File: src/rtl/pipeline_controller_pkg.sv
// Shared state encodings, control-bundle type and hazard helper for the
// mips32 pipeline controller.
package pipeline_controller_pkg;

    typedef enum logic [1:0] {
        RUN      = 2'd0,
        MD_WAIT  = 2'd1,
        MEM_WAIT = 2'd2
    } pipe_state_e;

    localparam logic [4:0] REG_ZERO = 5'd0;

    // One strobe per pipeline-register control plus the mult/div status bits.
    typedef struct packed {
        logic pc_write;
        logic if_id_write;
        logic if_id_flush;
        logic id_ex_write;
        logic id_ex_flush;
        logic ex_mem_write;
        logic ex_mem_flush;
        logic mem_wb_flush;
        logic md_busy;
        logic md_done;
    } pipe_ctrl_t;

    // Everything advances, nothing is squashed.
    localparam pipe_ctrl_t CTRL_RUN = '{
        pc_write: 1'b1, if_id_write: 1'b1, if_id_flush: 1'b0,
        id_ex_write: 1'b1, id_ex_flush: 1'b0, ex_mem_write: 1'b1,
        ex_mem_flush: 1'b0, mem_wb_flush: 1'b0, md_busy: 1'b0, md_done: 1'b0};

    // Nothing is written, every register loads a bubble: one cycle clears the pipe.
    localparam pipe_ctrl_t CTRL_RESET = '{
        pc_write: 1'b0, if_id_write: 1'b0, if_id_flush: 1'b1,
        id_ex_write: 1'b0, id_ex_flush: 1'b1, ex_mem_write: 1'b0,
        ex_mem_flush: 1'b1, mem_wb_flush: 1'b1, md_busy: 1'b0, md_done: 1'b0};

    // MEM waits on data memory: freeze everything up to EX/MEM, bubble into WB.
    localparam pipe_ctrl_t CTRL_MEM_STALL = '{
        pc_write: 1'b0, if_id_write: 1'b0, if_id_flush: 1'b0,
        id_ex_write: 1'b0, id_ex_flush: 1'b0, ex_mem_write: 1'b0,
        ex_mem_flush: 1'b0, mem_wb_flush: 1'b1, md_busy: 1'b0, md_done: 1'b0};

    // Mult/div holds EX: freeze front end, feed bubbles downstream of EX.
    localparam pipe_ctrl_t CTRL_MD_STALL = '{
        pc_write: 1'b0, if_id_write: 1'b0, if_id_flush: 1'b0,
        id_ex_write: 1'b0, id_ex_flush: 1'b0, ex_mem_write: 1'b1,
        ex_mem_flush: 1'b1, mem_wb_flush: 1'b0, md_busy: 1'b1, md_done: 1'b0};

    // A load in EX feeds a source of the instruction in ID; $0 never counts.
    function automatic logic load_use_hazard(input logic       mem_read_ex,
                                             input logic [4:0] rs_id,
                                             input logic [4:0] rt_id,
                                             input logic [4:0] rt_ex);
        return mem_read_ex && (rt_ex != REG_ZERO) &&
               ((rs_id == rt_ex) || (rt_id == rt_ex));
    endfunction

endpackage

File: src/rtl/pipeline_controller_md_latency_counter.sv
// Loadable down-counter that times how long a mult/div occupies EX.
module md_latency_counter
    import pipeline_controller_pkg::*;
#(
    parameter int CNT_W = 4
) (
    input  logic             clock,
    input  logic             reset,
    input  logic             load,
    input  logic [CNT_W-1:0] load_val,
    input  logic             enable,
    output logic             zero,
    output logic [CNT_W-1:0] count
);

    logic [CNT_W-1:0] count_q;
    logic [CNT_W-1:0] count_d;

    // Next count: a load wins over a decrement.
    always_comb begin
        // NOTE: assign a default first so no path leaves count_d unassigned (no latch).
        count_d = count_q;
        if (load) begin
            count_d = load_val;
        end else if (enable) begin
            count_d = count_q - CNT_W'(1);
        end
    end

    // Count register with synchronous clear.
    always_ff @(posedge clock) begin
        // NOTE: sequential state uses <= so every flop samples pre-edge values.
        if (reset) begin
            count_q <= '0;
        end else begin
            count_q <= count_d;
        end
    end

    assign zero  = (count_q == '0);
    assign count = count_q;

endmodule

File: src/rtl/pipeline_controller.sv
// Central stall/flush sequencer for the 5-stage mips32 pipeline.
// Optional build macro PIPELINE_CTRL_PERF_EN adds the stall and branch-flush
// performance counters; without it both counter ports are tied to zero.
module pipeline_controller
    import pipeline_controller_pkg::*;
#(
    parameter int MD_LATENCY = 4,
    parameter int CNT_W      = 4
) (
    input  logic        clock,
    input  logic        reset,
    input  logic [4:0]  rs_id,
    input  logic [4:0]  rt_id,
    input  logic [4:0]  rt_ex,
    input  logic        mem_read_ex,
    input  logic        branch_taken,
    input  logic        md_start,
    input  logic        dmem_req,
    input  logic        dmem_ready,
    output logic        pc_write,
    output logic        if_id_write,
    output logic        if_id_flush,
    output logic        id_ex_write,
    output logic        id_ex_flush,
    output logic        ex_mem_write,
    output logic        ex_mem_flush,
    output logic        mem_wb_flush,
    output logic        md_busy,
    output logic        md_done,
    output logic [31:0] stall_cycles,
    output logic [31:0] flush_count
);

    pipe_state_e      state_q;
    pipe_state_e      state_d;
    pipe_ctrl_t       ctrl;
    logic             md_load;
    logic             md_dec;
    logic             md_zero;
    logic [CNT_W-1:0] md_count;

    // The start cycle is the first of MD_LATENCY, and MD_WAIT ends on count 0.
    localparam logic [CNT_W-1:0] MD_LOAD_VAL = CNT_W'(MD_LATENCY - 2);

    // Pipeline FSM state register.
    always_ff @(posedge clock) begin
        if (reset) begin
            state_q <= RUN;
        end else begin
            state_q <= state_d;
        end
    end

    // Next state and strobes; priority in RUN is MEM stall > branch > mult/div > load-use.
    always_comb begin
        state_d = state_q;
        ctrl    = CTRL_RUN;
        md_load = 1'b0;
        if (reset) begin
            ctrl    = CTRL_RESET;
            state_d = RUN;
        end else begin
            unique case (state_q)
                RUN: begin
                    if (dmem_req && !dmem_ready) begin
                        ctrl    = CTRL_MEM_STALL;
                        state_d = MEM_WAIT;
                    end else if (branch_taken) begin
                        // The would-be load-use consumer is squashed, so no stall.
                        ctrl.if_id_flush = 1'b1;
                        ctrl.id_ex_flush = 1'b1;
                    end else if (md_start) begin
                        ctrl    = CTRL_MD_STALL;
                        md_load = 1'b1;
                        state_d = MD_WAIT;
                    end else if (load_use_hazard(mem_read_ex, rs_id, rt_id, rt_ex)) begin
                        ctrl.pc_write    = 1'b0;
                        ctrl.if_id_write = 1'b0;
                        ctrl.id_ex_flush = 1'b1;
                    end
                end
                MD_WAIT: begin
                    // Only bubbles sit downstream of EX, so branches and MEM requests are moot.
                    ctrl = CTRL_MD_STALL;
                    if (md_zero) begin
                        ctrl.md_done = 1'b1;
                        state_d      = RUN;
                    end
                end
                MEM_WAIT: begin
                    if (!dmem_ready) begin
                        ctrl = CTRL_MEM_STALL;
                    end else begin
                        state_d = RUN;
                    end
                end
                default: begin
                    state_d = RUN;
                end
            endcase
        end
    end

    assign md_dec = (state_q == MD_WAIT) && (md_count != '0);

    md_latency_counter #(
        .CNT_W (CNT_W)
    ) u_md_latency_counter (
        .clock    (clock),
        .reset    (reset),
        .load     (md_load),
        .load_val (MD_LOAD_VAL),
        .enable   (md_dec),
        .zero     (md_zero),
        .count    (md_count)
    );

    assign pc_write     = ctrl.pc_write;
    assign if_id_write  = ctrl.if_id_write;
    assign if_id_flush  = ctrl.if_id_flush;
    assign id_ex_write  = ctrl.id_ex_write;
    assign id_ex_flush  = ctrl.id_ex_flush;
    assign ex_mem_write = ctrl.ex_mem_write;
    assign ex_mem_flush = ctrl.ex_mem_flush;
    assign mem_wb_flush = ctrl.mem_wb_flush;
    assign md_busy      = ctrl.md_busy;
    assign md_done      = ctrl.md_done;

`ifdef PIPELINE_CTRL_PERF_EN
    logic [31:0] stall_cycles_q;
    logic [31:0] stall_cycles_d;
    logic [31:0] flush_count_q;
    logic [31:0] flush_count_d;
    logic        branch_flush;

    // Outside reset, IF/ID is only flushed by a taken branch.
    assign branch_flush = ctrl.if_id_flush && !reset;

    // Counter increments; both wrap naturally at 2^32.
    always_comb begin
        stall_cycles_d = stall_cycles_q + {31'd0, ~ctrl.pc_write};
        flush_count_d  = flush_count_q + {31'd0, branch_flush};
    end

    // Performance counter registers, cleared by reset.
    always_ff @(posedge clock) begin
        if (reset) begin
            stall_cycles_q <= '0;
            flush_count_q  <= '0;
        end else begin
            stall_cycles_q <= stall_cycles_d;
            flush_count_q  <= flush_count_d;
        end
    end

    assign stall_cycles = stall_cycles_q;
    assign flush_count  = flush_count_q;
`else
    assign stall_cycles = '0;
    assign flush_count  = '0;
`endif

endmodule

File: config.mk
export PLATFORM = sky130hd
export DESIGN_NAME = pipeline_controller
export DESIGN_NICKNAME = d
export VERILOG_FILES = /design/src/rtl/pipeline_controller_pkg.sv /design/src/rtl/pipeline_controller_md_latency_counter.sv /design/src/rtl/pipeline_controller.sv
export SDC_FILE = /design/constraint.sdc
export NUM_CORES = 1
export LEC_CHECK = 0
export CAP_MARGIN = 10
export CORE_ASPECT_RATIO = 0.7
export CORE_UTILIZATION = 33
export CTS_CLUSTER_DIAMETER = 60
export CTS_CLUSTER_SIZE = 24
export DETAILED_ROUTE_END_ITERATION = 16
export PLACE_DENSITY = 0.87
export SYNTH_ARGS = -nofsm -noshare
export SYNTH_HDL_FRONTEND = slang
export SYNTH_SLANG_ARGS = --single-unit
export TNS_END_PERCENT = 10
File: constraint.sdc
create_clock -name clock -period 3.4 [get_ports clock]
set_input_delay 0.51 -clock clock [delete_from_list [all_inputs] [get_ports clock]]
set_output_delay 0.51 -clock clock [all_outputs]
set_load 0.02 [all_outputs]
Word level (Yosys, flattened, before mapping)
Cells that the tools add are included.
{"block": "classes", "mul": 0, "n_eq_ne": 8, "n_reduce_logical": 13, "bitwise_logic": 0, "n_shift": 0, "n_lt_le_gt_ge": 0, "div_mod_pow": 0, "mux": 29, "add_sub_neg": 1}
{"op": "10-bit two-way mux", "count": 3}
{"op": "10-bit case mux with 3 select lines", "count": 1}
{"op": "2-bit two-way mux", "count": 10}
{"op": "1-bit two-way mux", "count": 12}
{"op": "5-bit equality test", "count": 2}
{"op": "3-bit != test (second input constant)", "count": 2}
{"op": "2-bit case mux with 3 select lines", "count": 1}
{"op": "5-bit two-way mux", "count": 1}
{"op": "5-bit nonzero test", "count": 1}
{"op": "1-bit logical AND", "count": 4}
{"op": "4-bit zero test", "count": 1}
{"op": "4-bit two-way mux", "count": 1}
{"op": "2-bit != test (second input constant)", "count": 2}
{"op": "4-bit AND reduction", "count": 1}
{"op": "4-bit nonzero test", "count": 1}
{"op": "4-bit by 1-bit subtractor with 4-bit output (second input constant)", "count": 1}
{"op": "2-bit by 1-bit equality test with 1-bit output (second input constant)", "count": 1}
{"op": "2-bit equality test (second input constant)", "count": 1}
{"op": "2-bit zero test", "count": 1}
{"op": "2-bit nonzero test", "count": 1}
{"op": "2-bit OR reduction", "count": 1}
{"op": "1-bit zero test", "count": 1}
{"op": "1-bit logical OR", "count": 1}
{"block": "word_totals", "latch_bits": 0, "ramBits": 0, "out_inout_bits": 74, "inputBits": 22, "elab_cells": 54, "reg_bits": 6, "memories": 0, "mem_bits_ro": 0}

Logic depth before layout (Yosys ltp)
{"block": "depth", "depth_word": 9, "mapped_depth": 6, "depth_no_buf": 6}

Hierarchy
Synthesis repeated with hierarchy kept, for this count alone.
{"block": "unflattened", "hier_cells": 142, "area_unflattened_um2": 1104.8}
{"module": "pipeline_controller", "n_inst": 1, "seq_area_each_um2": 40.0, "cells_each": 116, "area_per_inst_um2": 872.1}
{"module": "md_latency_counter", "n_inst": 1, "seq_area_each_um2": 80.1, "cells_each": 26, "area_per_inst_um2": 232.7}

Worst setup path after synthesis
Ideal clock, no wire load.
{"block": "synth_timing", "path_kind": "input port to output port", "from": "input port rt_ex[1]", "to": "output port pc_write", "path_stages": 4, "required_ps": 2890, "slack_ps": 1245, "n_path_buf": 1, "arrival_time_ps": 1645, "path_cell_list": "or4_4 -> o21ai_2 -> o311a_1 -> buf_4"}
{"block": "synth_via", "elab_chain_cells": 9, "word_cells_on_any_way": 12, "cone_classes": "2 x eq/ne; 6 x mux; 4 x reduce/logical"}
{"item": "from (decl)", "line_no": "pipeline_controller.sv:14", "source": "input logic [4:0] rt_ex,"}
{"item": "5-bit equality test / 5-bit nonzero test (equally long branches)", "line_no": "pipeline_controller_pkg.sv:57, pipeline_controller_pkg.sv:56"}
{"item": "1-bit logical OR / 1-bit logical AND (equally long branches)", "line_no": "pipeline_controller_pkg.sv:57, pipeline_controller_pkg.sv:56"}
{"item": "1-bit logical AND (*)", "line_no": "pipeline_controller_pkg.sv:56", "source": "return mem_read_ex && (rt_ex != REG_ZERO) &&"}
{"item": "2-bit two-way mux (*)", "line_no": "pipeline_controller.sv:76", "source": "end else if (load_use_hazard(mem_read_ex, rs_id, rt_id, rt_ex)) begin"}
{"item": "2-bit two-way mux (*)", "line_no": "pipeline_controller.sv:72", "source": "end else if (md_start) begin"}
{"item": "2-bit two-way mux (*)", "line_no": "pipeline_controller.sv:68", "source": "end else if (branch_taken) begin"}
{"item": "10-bit two-way mux (*)", "line_no": "pipeline_controller.sv:65", "source": "if (dmem_req && !dmem_ready) begin"}
{"item": "10-bit case mux with 3 select lines (*)", "line_no": "pipeline_controller.sv:63", "source": "unique case (state_q)"}
{"item": "10-bit two-way mux (*)", "line_no": "pipeline_controller.sv:59", "source": "if (reset) begin"}
{"item": "to (decl)", "line_no": "pipeline_controller.sv:20", "source": "output logic pc_write,"}
Mark *: on every way between the ends. The rest lies on a longest branch, timed or not.

Worst setup path in the final report
{"block": "layout_timing", "from": "input port rt_ex[1]", "to": "output port if_id_write"}
{"block": "layout_via", "elab_chain_cells": 9, "word_cells_on_any_way": 12, "cone_classes": "2 x eq/ne; 6 x mux; 4 x reduce/logical"}
{"item": "5-bit equality test / 5-bit nonzero test (equally long branches)", "line_no": "pipeline_controller_pkg.sv:57, pipeline_controller_pkg.sv:56"}
{"item": "1-bit logical OR / 1-bit logical AND (equally long branches)", "line_no": "pipeline_controller_pkg.sv:57, pipeline_controller_pkg.sv:56"}
{"item": "1-bit logical AND (*)", "line_no": "pipeline_controller_pkg.sv:56"}
{"item": "2-bit two-way mux (*)", "line_no": "pipeline_controller.sv:76"}
{"item": "2-bit two-way mux (*)", "line_no": "pipeline_controller.sv:72"}
{"item": "2-bit two-way mux (*)", "line_no": "pipeline_controller.sv:68"}
{"item": "10-bit two-way mux (*)", "line_no": "pipeline_controller.sv:65"}
{"item": "10-bit case mux with 3 select lines (*)", "line_no": "pipeline_controller.sv:63"}
{"item": "10-bit two-way mux (*)", "line_no": "pipeline_controller.sv:59"}
{"item": "to (decl)", "line_no": "pipeline_controller.sv:21", "source": "output logic if_id_write,"}
Marked as above.

==> key figures <==
Timing
  • Clock skew: ~1.1 ps
  • Final period utilization: between 80 and 90%
  • Hold WS: between 500 and 600 ps
  • Max Slew Vio Count: 0
  • Tmin final: 2990 ps
  • Final count of negative-setup-slack endpoints: 0
  • Final hold vios: 0
  • Unrepaired setup endpoints after global routing: false
  • Achievable frequency: between 0.3 and 0.4 GHz
  • Post-Route Setup TNS: 0 ps
  • PnR worst setup slack: a little over 400 ps

Clock tree
  • CTS tree: yes
  • Clock buffer depth: 2
  • Post-CTS Hold Buffers: 0
  • Worst skew pair latency: roughly 220 ps
  • Number of H-tree levels: 1
  • Postcts setup bufs: 0
  • Clock Sink Count: 6
  • CTS Buf Count: 3
  • CTS clk-pin slew, worst paths: ~40 ps
  • CTS root buffer: clkbuf_8
  • Cts repair resizes: 0

Global route
  • Initial antenna violation count: 0
  • GRT Total Usage: between 10 and 15%
  • Vias in the first global route: ~600
  • Largest net degree at the start of global routing: 13
  • Grt ovf: 0
  • First-pass GRT wire length: around 2800 microns

Setup path
  • CP top delay family: buffers and inverters
  • Crit Path Class: input port to output pin
  • WP data arrival: ~2500 ps
  • CP Cell Sequence: clkdlybuf4s50_1 -> or4_4 -> o21ai_2 -> o311a_1 -> clkdlybuf4s50_1
  • CP startpoint kind: input port
  • Worst path bufs/invs: 2
  • Critical Path End Type: output pin
  • CP required: around 2900 ps
  • Worst-path fanout max: 3
  • Crit-path most repeated cell: clkdlybuf4s50_1
  • Slowest cell on crit path: clkdlybuf4s50_1
  • Slowest Stage Delay on Critical Path: 610 ps

Yosys
  • Synth Warn #: 0
  • Register area share after synthesis: a little under an eighth
  • Mapped Cells: ~140
  • FF+latch count, synth: 6
  • Synth Area in Adders: approximately 1.2%
  • Simple-gate share of the synthesized area: approximately 18%
  • Post-synthesis xor/xnor area fraction: roughly 11%
  • Synth Area in Compound Gates: under 10%
  • Cell area after synthesis: between 1000 and 1500 sq um
  • Mux cell area share after synthesis: 0%
  • Synthesized area per cell: about 7.5 sq um
  • Count of cell types in the netlist: 28
  • Largest family of logic cells by synthesized area: buffers and inverters

Place
  • DP Worst Slack: roughly 400 ps
  • Dpl hpwl: around 1600 microns
  • Gpl congestion: between 0.7 and 0.8
  • Number of port buffers: 31

Die
  • Core Box Area: about 2900 sq um
  • Row cnt: 16
  • Die width: a little under 70 microns
  • Boundary Pins: 96
  • Die Ht: 48.3 microns
  • Die area: approximately 3300 sq um
  • Starting Density: 35.4%

Final layout
  • Share of cells above drive strength 1: roughly 5.4%
  • Fillcell total: 300
  • N_diodes: 0
  • Most common cell after layout, fill and taps aside: conb_1
  • Final #Nets: about 190
  • Area growth syn-to-layout: 14.0%
  • Most frequent cells in the layout: conb_1 (64), clkdlybuf4s50_1 (31), xor2_1 (12), nor3_1 (9), dfxtp_1 (6)

Status
  • Status: complete, no violations

Drt
  • Initial DRC Count: 17
  • Drt wl/cell: 9.15 microns
  • Post-DR vias/cell: roughly 3.7
  • Total Routed Length: 1850 microns
  • Vias: 748
  • Final ANT Viol Nets: 0
  • DR pass1 iterations: 4
  • # DRC: 0

Worst hold path
  • Min-Delay Path Class: flop to flop

Pwr
  • Design Power: 0.349 mW
  • Power per cell area: between 300 and 400 nW/um^2
  • Peak supply drop: 0.114 mV
  • Leak: around 0.56 nW

Run
  • Max_cap viols: 0
## final cells by class
class	count	area [sq um]	share of cell area [%]
Tap cell	36	45.0	3.90
Clock buffer	3	41.3	3.58
Inverter	5	18.8	1.63
Sequential cell	6	120	10.4
Multi-Input combinational cell	121	618	53.6
Timing Repair Buffer	31	310	26.9
## through the flow
stage	util (%)	cell area, sq um	cells
3_3_place_gp	38.9	1110	199
2_1_floorplan	-	1250	198
3_5_place_dp	38.9	1110	199
6_report	40.3	1150	202
5_1_grt	40.3	1150	202
4_1_cts	40.3	1150	202
## registers in the layout, indices dropped and copies added (netlist names)
signal                      flops
state_q                         2
u_md_latency_counter.count      4
## synthesized netlist by cell type
cell / count / area, sq um
nand2_1: 3 / 11.3
nand3_1: 3 / 15.0
nand2_2: 1 / 6.26
nor2b_1: 2 / 12.5
nor3_1: 9 / 45.0
or2_1: 1 / 6.26
o31ai_1: 2 / 15.0
or4_4: 1 / 11.3
nor2_1: 4 / 15.0
or3b_4: 1 / 11.3
conb_1: 1 / 3.75
clkbuf_1: 1 / 3.75
dfxtp_1: 6 / 120
ha_1: 1 / 12.5
inv_1: 5 / 18.8
a21oi_1: 4 / 20.0
a31oi_1: 1 / 6.26
o21ai_2: 1 / 8.76
buf_4: 65 / 488
o311a_1: 1 / 10.0
nand2b_1: 3 / 18.8
xor2_1: 12 / 105
a22oi_1: 1 / 7.51
nor4_1: 1 / 6.26
and2b_1: 1 / 7.51
o21ai_1: 1 / 5.00
or2_2: 2 / 12.5
xnor2_1: 1 / 8.76
## logic make-up after synthesis
kind of cell	after synthesis
simple gates	32
compound gates	11
other cells	1
xor+xnor	13
flops	6
buf+inv	71
fa+ha+maj	1
## report_power, final
group / internal (mW) / switching, mW / total, mW
Combinational: 0.0548 / 0.109 / 0.164
Sequential: 0.0734 / 0.00233 / 0.0757
Clock: 0.0763 / 0.0331 / 0.109
## worst min-delay path, cell delays in order, from the launching register on
cell and delay, ps:
dfxtp_1 310, nand2_1 60, a31oi_1 70
## metal layers
| layer | vias to the layer above | global-route usage (%) | part of all wire (%) |
|---|---|---|---|
| li1 | 370 | - | - |
| met2 | 28 | 19.6 | 55 |
| met1 | 346 | 13.7 | 41 |
| met4 | 0 | 3.13 | 0.87 |
| met3 | 4 | 2.83 | 3.9 |
| met5 | - | 0 | 0 |
## worst paths after layout
kind,start,to,slack [ps],cells past startpoint
setup / recovery,rt_ex[1],if_id_write,410,5
hold / removal,u_md_latency_counter.count[1],u_md_latency_counter.count[1],510,2
setup reg to reg,u_md_latency_counter.count[0],u_md_latency_counter.count[1],1940,6
hold reg to reg,u_md_latency_counter.count[1],u_md_latency_counter.count[1],510,2
(Power assumes the default switching activity.)
==> RTL edit 1 (config.mk and constraints unchanged) <==
The package constant `REG_ZERO` goes from 5'd0 to 5'd1.
--- a/src/rtl/pipeline_controller_pkg.sv
+++ b/src/rtl/pipeline_controller_pkg.sv
@@ -8,7 +8,7 @@
         MEM_WAIT = 2'd2
     } pipe_state_e;
 
-    localparam logic [4:0] REG_ZERO = 5'd0;
+    localparam logic [4:0] REG_ZERO = 5'd1;
 
     // One strobe per pipeline-register control plus the mult/div status bits.
     typedef struct packed {
Formal check against the unedited RTL: not equivalent (a bounded check fails within 4 cycles, from zero or initial values and one cycle with reset high).
==> RTL edit 1 against the original RTL <==
- sequential power is 2% higher
- cell area up 2.2%
- critical endpoint unchanged
- clock power is 5% lower
- wire length decreased by 4.3%
- via count fell by 2.1%
- worst setup slack lost 0.16 ns
- fmax shrank 5.2%
- total power shrank 0.50%
- sequential cell count unchanged
- area after synthesis grew 0.99%
==> RTL edit 1: results (changes against the original RTL) <==
Gr usage total -> 10.7% (was 11.4%)
Worst vdd ir -> 0.113 mV (was 0.114 mV)
Final period utilization -> 92.7% (was 87.9%)
Max layer used -> met3 (was met4)
Critical Path AT -> 2.64 ns (was 2.48 ns)
Post-synthesis async set-or-reset flop share -> 0% (unchanged)
DP Worst Slack -> 0.245 ns (was 0.400 ns)
DP Wirelength -> 1600 um (was 1640 um)
Clock skew -> 0.00186 ns (was 0.00107 ns)
Largest net degree at the start of global routing -> 9 (was 13)
Synth top area cells -> buf_4 (48%), dfxtp_1 (12%), xnor2_1 (9.4%), nor3_1 (3.4%), nand3_1 (2.0%) (was buf_4 (48%), dfxtp_1 (12%), xor2_1 (10%), nor3_1 (4.4%), a21oi_1 (2.0%))
GP Congestion -> 0.776 (was 0.790)
Layout cells sized above 1 -> 6.63% (was 5.42%)
Status -> complete, no violations (unchanged)
Mapped Cells -> 133 (was 135)
Via/cell ratio -> 3.62 (was 3.70)
LEAKAGE -> 0.543 nW (was 0.555 nW)
First-pass GRT wire length -> 2660 um (was 2800 um)
Worst Setup SP -> rt_ex[4] (was rt_ex[1])
WL met2 -> 939 um (was 1010 um)
DP Area -> 0.00114 sq mm (was 0.00111 sq mm)
Number of global-route vias before repair -> 575 (was 603)
M1 wire length -> 701 um (was 750 um)
Synth cell types -> 33 (was 28)
DRT iter0 DRCs -> 35 (was 17)
Routed wl met3 -> 127 um (was 72 um)
-- RTL edit 1: logic make-up (layout without fill, tap and decap cells) --
family                     Yosys count  count (layout)  share of synthesized area, %
buffers and inverters               71              41                          49.9
and+or+nand+nor                     27              27                          14.9
AOI/OAI and AO/OA                   13              13                          9.55
xor gates and xnor gates            13              13                          11.1
DFF                                  6               6                          11.8
adders and majority gates            1               1                          1.22
other                                1              64                         0.367
muxes                                1               1                          1.10
-- RTL edit 1: final timing paths --
path	endpoint	cells past startpoint
worst max-delay path	if_id_write	6
worst min-delay path	u_md_latency_counter.count[1]	2
worst max register to register	u_md_latency_counter.count[1]	6
worst min register to register	u_md_latency_counter.count[1]	2
-- RTL edit 1: metal layers --
| metal | GRT usage, % | up-vias |
|---|---|---|
| met4 | 2.08 | 0 |
| met1 | 13.6 | 322 |
| met2 | 17.3 | 39 |
| met3 | 3.54 | 0 |
| met5 | 0 | - |
| li1 | - | 371 |
-- RTL edit 1: metrics by stage --
stage / utilization (%) / hold slack, ns
2_1_floorplan: - / 0.468
3_3_place_gp: 39.7 / 0.477
3_5_place_dp: 39.7 / 0.492
4_1_cts: 41.2 / 0.500
5_1_grt: 41.2 / 0.521
6_report: 41.2 / 0.500
-- RTL edit 1: final cells by class --
type	instances	area, sq um
tap	36	45.0
inverter	5	18.8
timing repair buffer	33	325
sequential	6	120
multi-input combinational	119	628
clock buffer	3	41.3
fill	312	1680
-- RTL edit 1: power breakdown --
| part | total [mW] | internal, mW | switching, mW |
|---|---|---|---|
| Combinational | 0.166 | 0.0592 | 0.107 |
| Clock | 0.104 | 0.0758 | 0.0279 |
| Sequential | 0.0770 | 0.0734 | 0.00356 |
-- RTL edit 1: critical path, stage by stage --
cell	delay [ns]
clkdlybuf4s50_1	0.47
or4b_1	0.55
o21ai_1	0.18
nor3_1	0.07
a21boi_1	0.22
clkdlybuf4s50_1	0.65
==> RTL edit 2 (config.mk and constraints unchanged) <==
Without the edit above. The 3 states of `pipe_state_e` get a one-hot encoding in 3 bits.
--- a/src/rtl/pipeline_controller_pkg.sv
+++ b/src/rtl/pipeline_controller_pkg.sv
@@ -2,10 +2,10 @@
 // mips32 pipeline controller.
 package pipeline_controller_pkg;
 
-    typedef enum logic [1:0] {
-        RUN      = 2'd0,
-        MD_WAIT  = 2'd1,
-        MEM_WAIT = 2'd2
+    typedef enum logic [2:0] {
+        RUN      = 3'b001,
+        MD_WAIT  = 3'b010,
+        MEM_WAIT = 3'b100
     } pipe_state_e;
 
     localparam logic [4:0] REG_ZERO = 5'd0;
Formal check against the unedited RTL: same outputs for any inputs over 10 cycles, from zero or initial values and one cycle with reset high; not proved beyond that.
==> RTL edit 2 against the original RTL <==
- count of clock-buffer cells in the layout up 1
- critical path depth unchanged
- wire length down 5.9%
- worst setup slack worse by 0.065 ns
- sequential cell count up 1
- area after synthesis up 4.6%
- die area up 4.4%
- cell area up 4.7%
- first-iteration DRC count up 53%
- critical path type unchanged
Power is not compared: it rests on default switching activity, and its combinational part moved more than twofold at a synthesized area within 25%.
==> RTL edit 2: results (changes against the original RTL) <==
Status -> complete, no violations (unchanged)
Largest net degree at the start of global routing -> 8 (was 13)
R2r setup slk -> 1.77 ns (was 1.94 ns)
First-pass GRT wire length -> 2520 um (was 2800 um)
LEAKAGE -> 0.566 nW
Hold path cells -> 2 (unchanged)
Number of global-route vias before repair -> 595 (was 603)
Hold endpoint -> u_md_latency_counter.count[3] (was u_md_latency_counter.count[1])
DRT Wirelength -> 1740 um (was 1850 um)
Post-synthesis async set-or-reset flop share -> 0% (unchanged)
Mapped Cells -> 139 (was 135)
Synth top area cells -> buf_4 (46%), dfxtp_1 (13%), xor2_1 (9.9%), nand3_1 (2.8%), nor2_1 (2.1%) (was buf_4 (48%), dfxtp_1 (12%), xor2_1 (10%), nor3_1 (4.4%), a21oi_1 (2.0%))
Setup TNS -> 0 ns (unchanged)
Post-synthesis adder-cell area fraction -> 1.18% (was 1.24%)
Initial antenna violation count -> 0 (unchanged)
DP Worst Slack -> 0.323 ns (was 0.400 ns)
Hold_sp -> u_md_latency_counter.count[3] (was u_md_latency_counter.count[1])
Gr usage total -> 9.13% (was 11.4%)
Xor/xnor cell area share of the yosys netlist -> 11.6% (was 11.2%)
Clock skew -> 0.00361 ns (was 0.00107 ns)
Synth cell count leaders -> buf_4 (65), xor2_1 (12), dfxtp_1 (7) (was buf_4 (65), xor2_1 (12), nor3_1 (9))
Final period utilization -> 89.8% (was 87.9%)
Sequential share of the synthesized area -> 13.2% (was 11.9%)
DRT iter0 DRCs -> 26 (was 17)
Layout cells sized above 1 -> 3.49% (was 5.42%)
Fin nets -> 196 (was 191)
Synth cell types -> 26 (was 28)
-- RTL edit 2: cell families (layout without fill, tap and decap cells) --
family          Yosys count  count (layout)
other cells               1              64
simple gates             31              31
buf+inv                  70              40
compound gates           15              15
fa+ha+maj                 1               1
flops                     7               7
xor+xnor                 14              14
-- RTL edit 2: how the worst max path moves through the flow --
stage | start | to | cells past startpoint
finish | rt_ex[1] | if_id_write | 5
global route | rt_ex[2] | if_id_write | 5
CTS | rt_ex[1] | if_id_write | 5
detailed placement | rt_ex[1] | if_id_write | 5
global placement | rt_ex[1] | if_id_write | 5
floorplan | rt_ex[3] | id_ex_flush | 4
-- RTL edit 2: routing by layer --
layer	global-route usage (%)	vias to the layer above	wire, um
li1	-	388	-
met1	10.4	337	720
met2	15.7	39	905
met3	3.31	0	114
met4	3.33	0	0
met5	0	-	0
-- RTL edit 2: final cells by class --
cell class	count	area (sq um)
clock buffer	4	45.0
fill	318	1720
inverter	5	18.8
multi-input combinational	125	648
sequential	7	140
tap	36	45.0
timing repair buffer	31	310
-- RTL edit 2: power by group --
group | leakage [nW] | internal [mW] | switching, mW | total (mW)
registers | 0.0572 | 0.100 | 0.0240 | 0.124
logic | 0.486 | 0.166 | 0.227 | 0.393
clock network | 0.0228 | 0.0811 | 0.0363 | 0.117
total | 0.566 | 0.348 | 0.287 | 0.635
-- RTL edit 2: critical path: stages --
cell,delay [ns]
clkdlybuf4s50_1,0.46
or4_1,0.53
o21ai_0,0.22
o311a_1,0.21
clkdlybuf4s50_1,0.60
-- RTL edit 2: stage by stage --
step,cell area [sq um],power (mW),hold slack (ns)
after floorplan,1290,0.446,0.472
after global placement,1160,0.512,0.490
after detailed placement,1160,0.516,0.494
after CTS,1210,0.637,0.515
after global routing,1210,0.673,0.564
final,1210,0.635,0.514
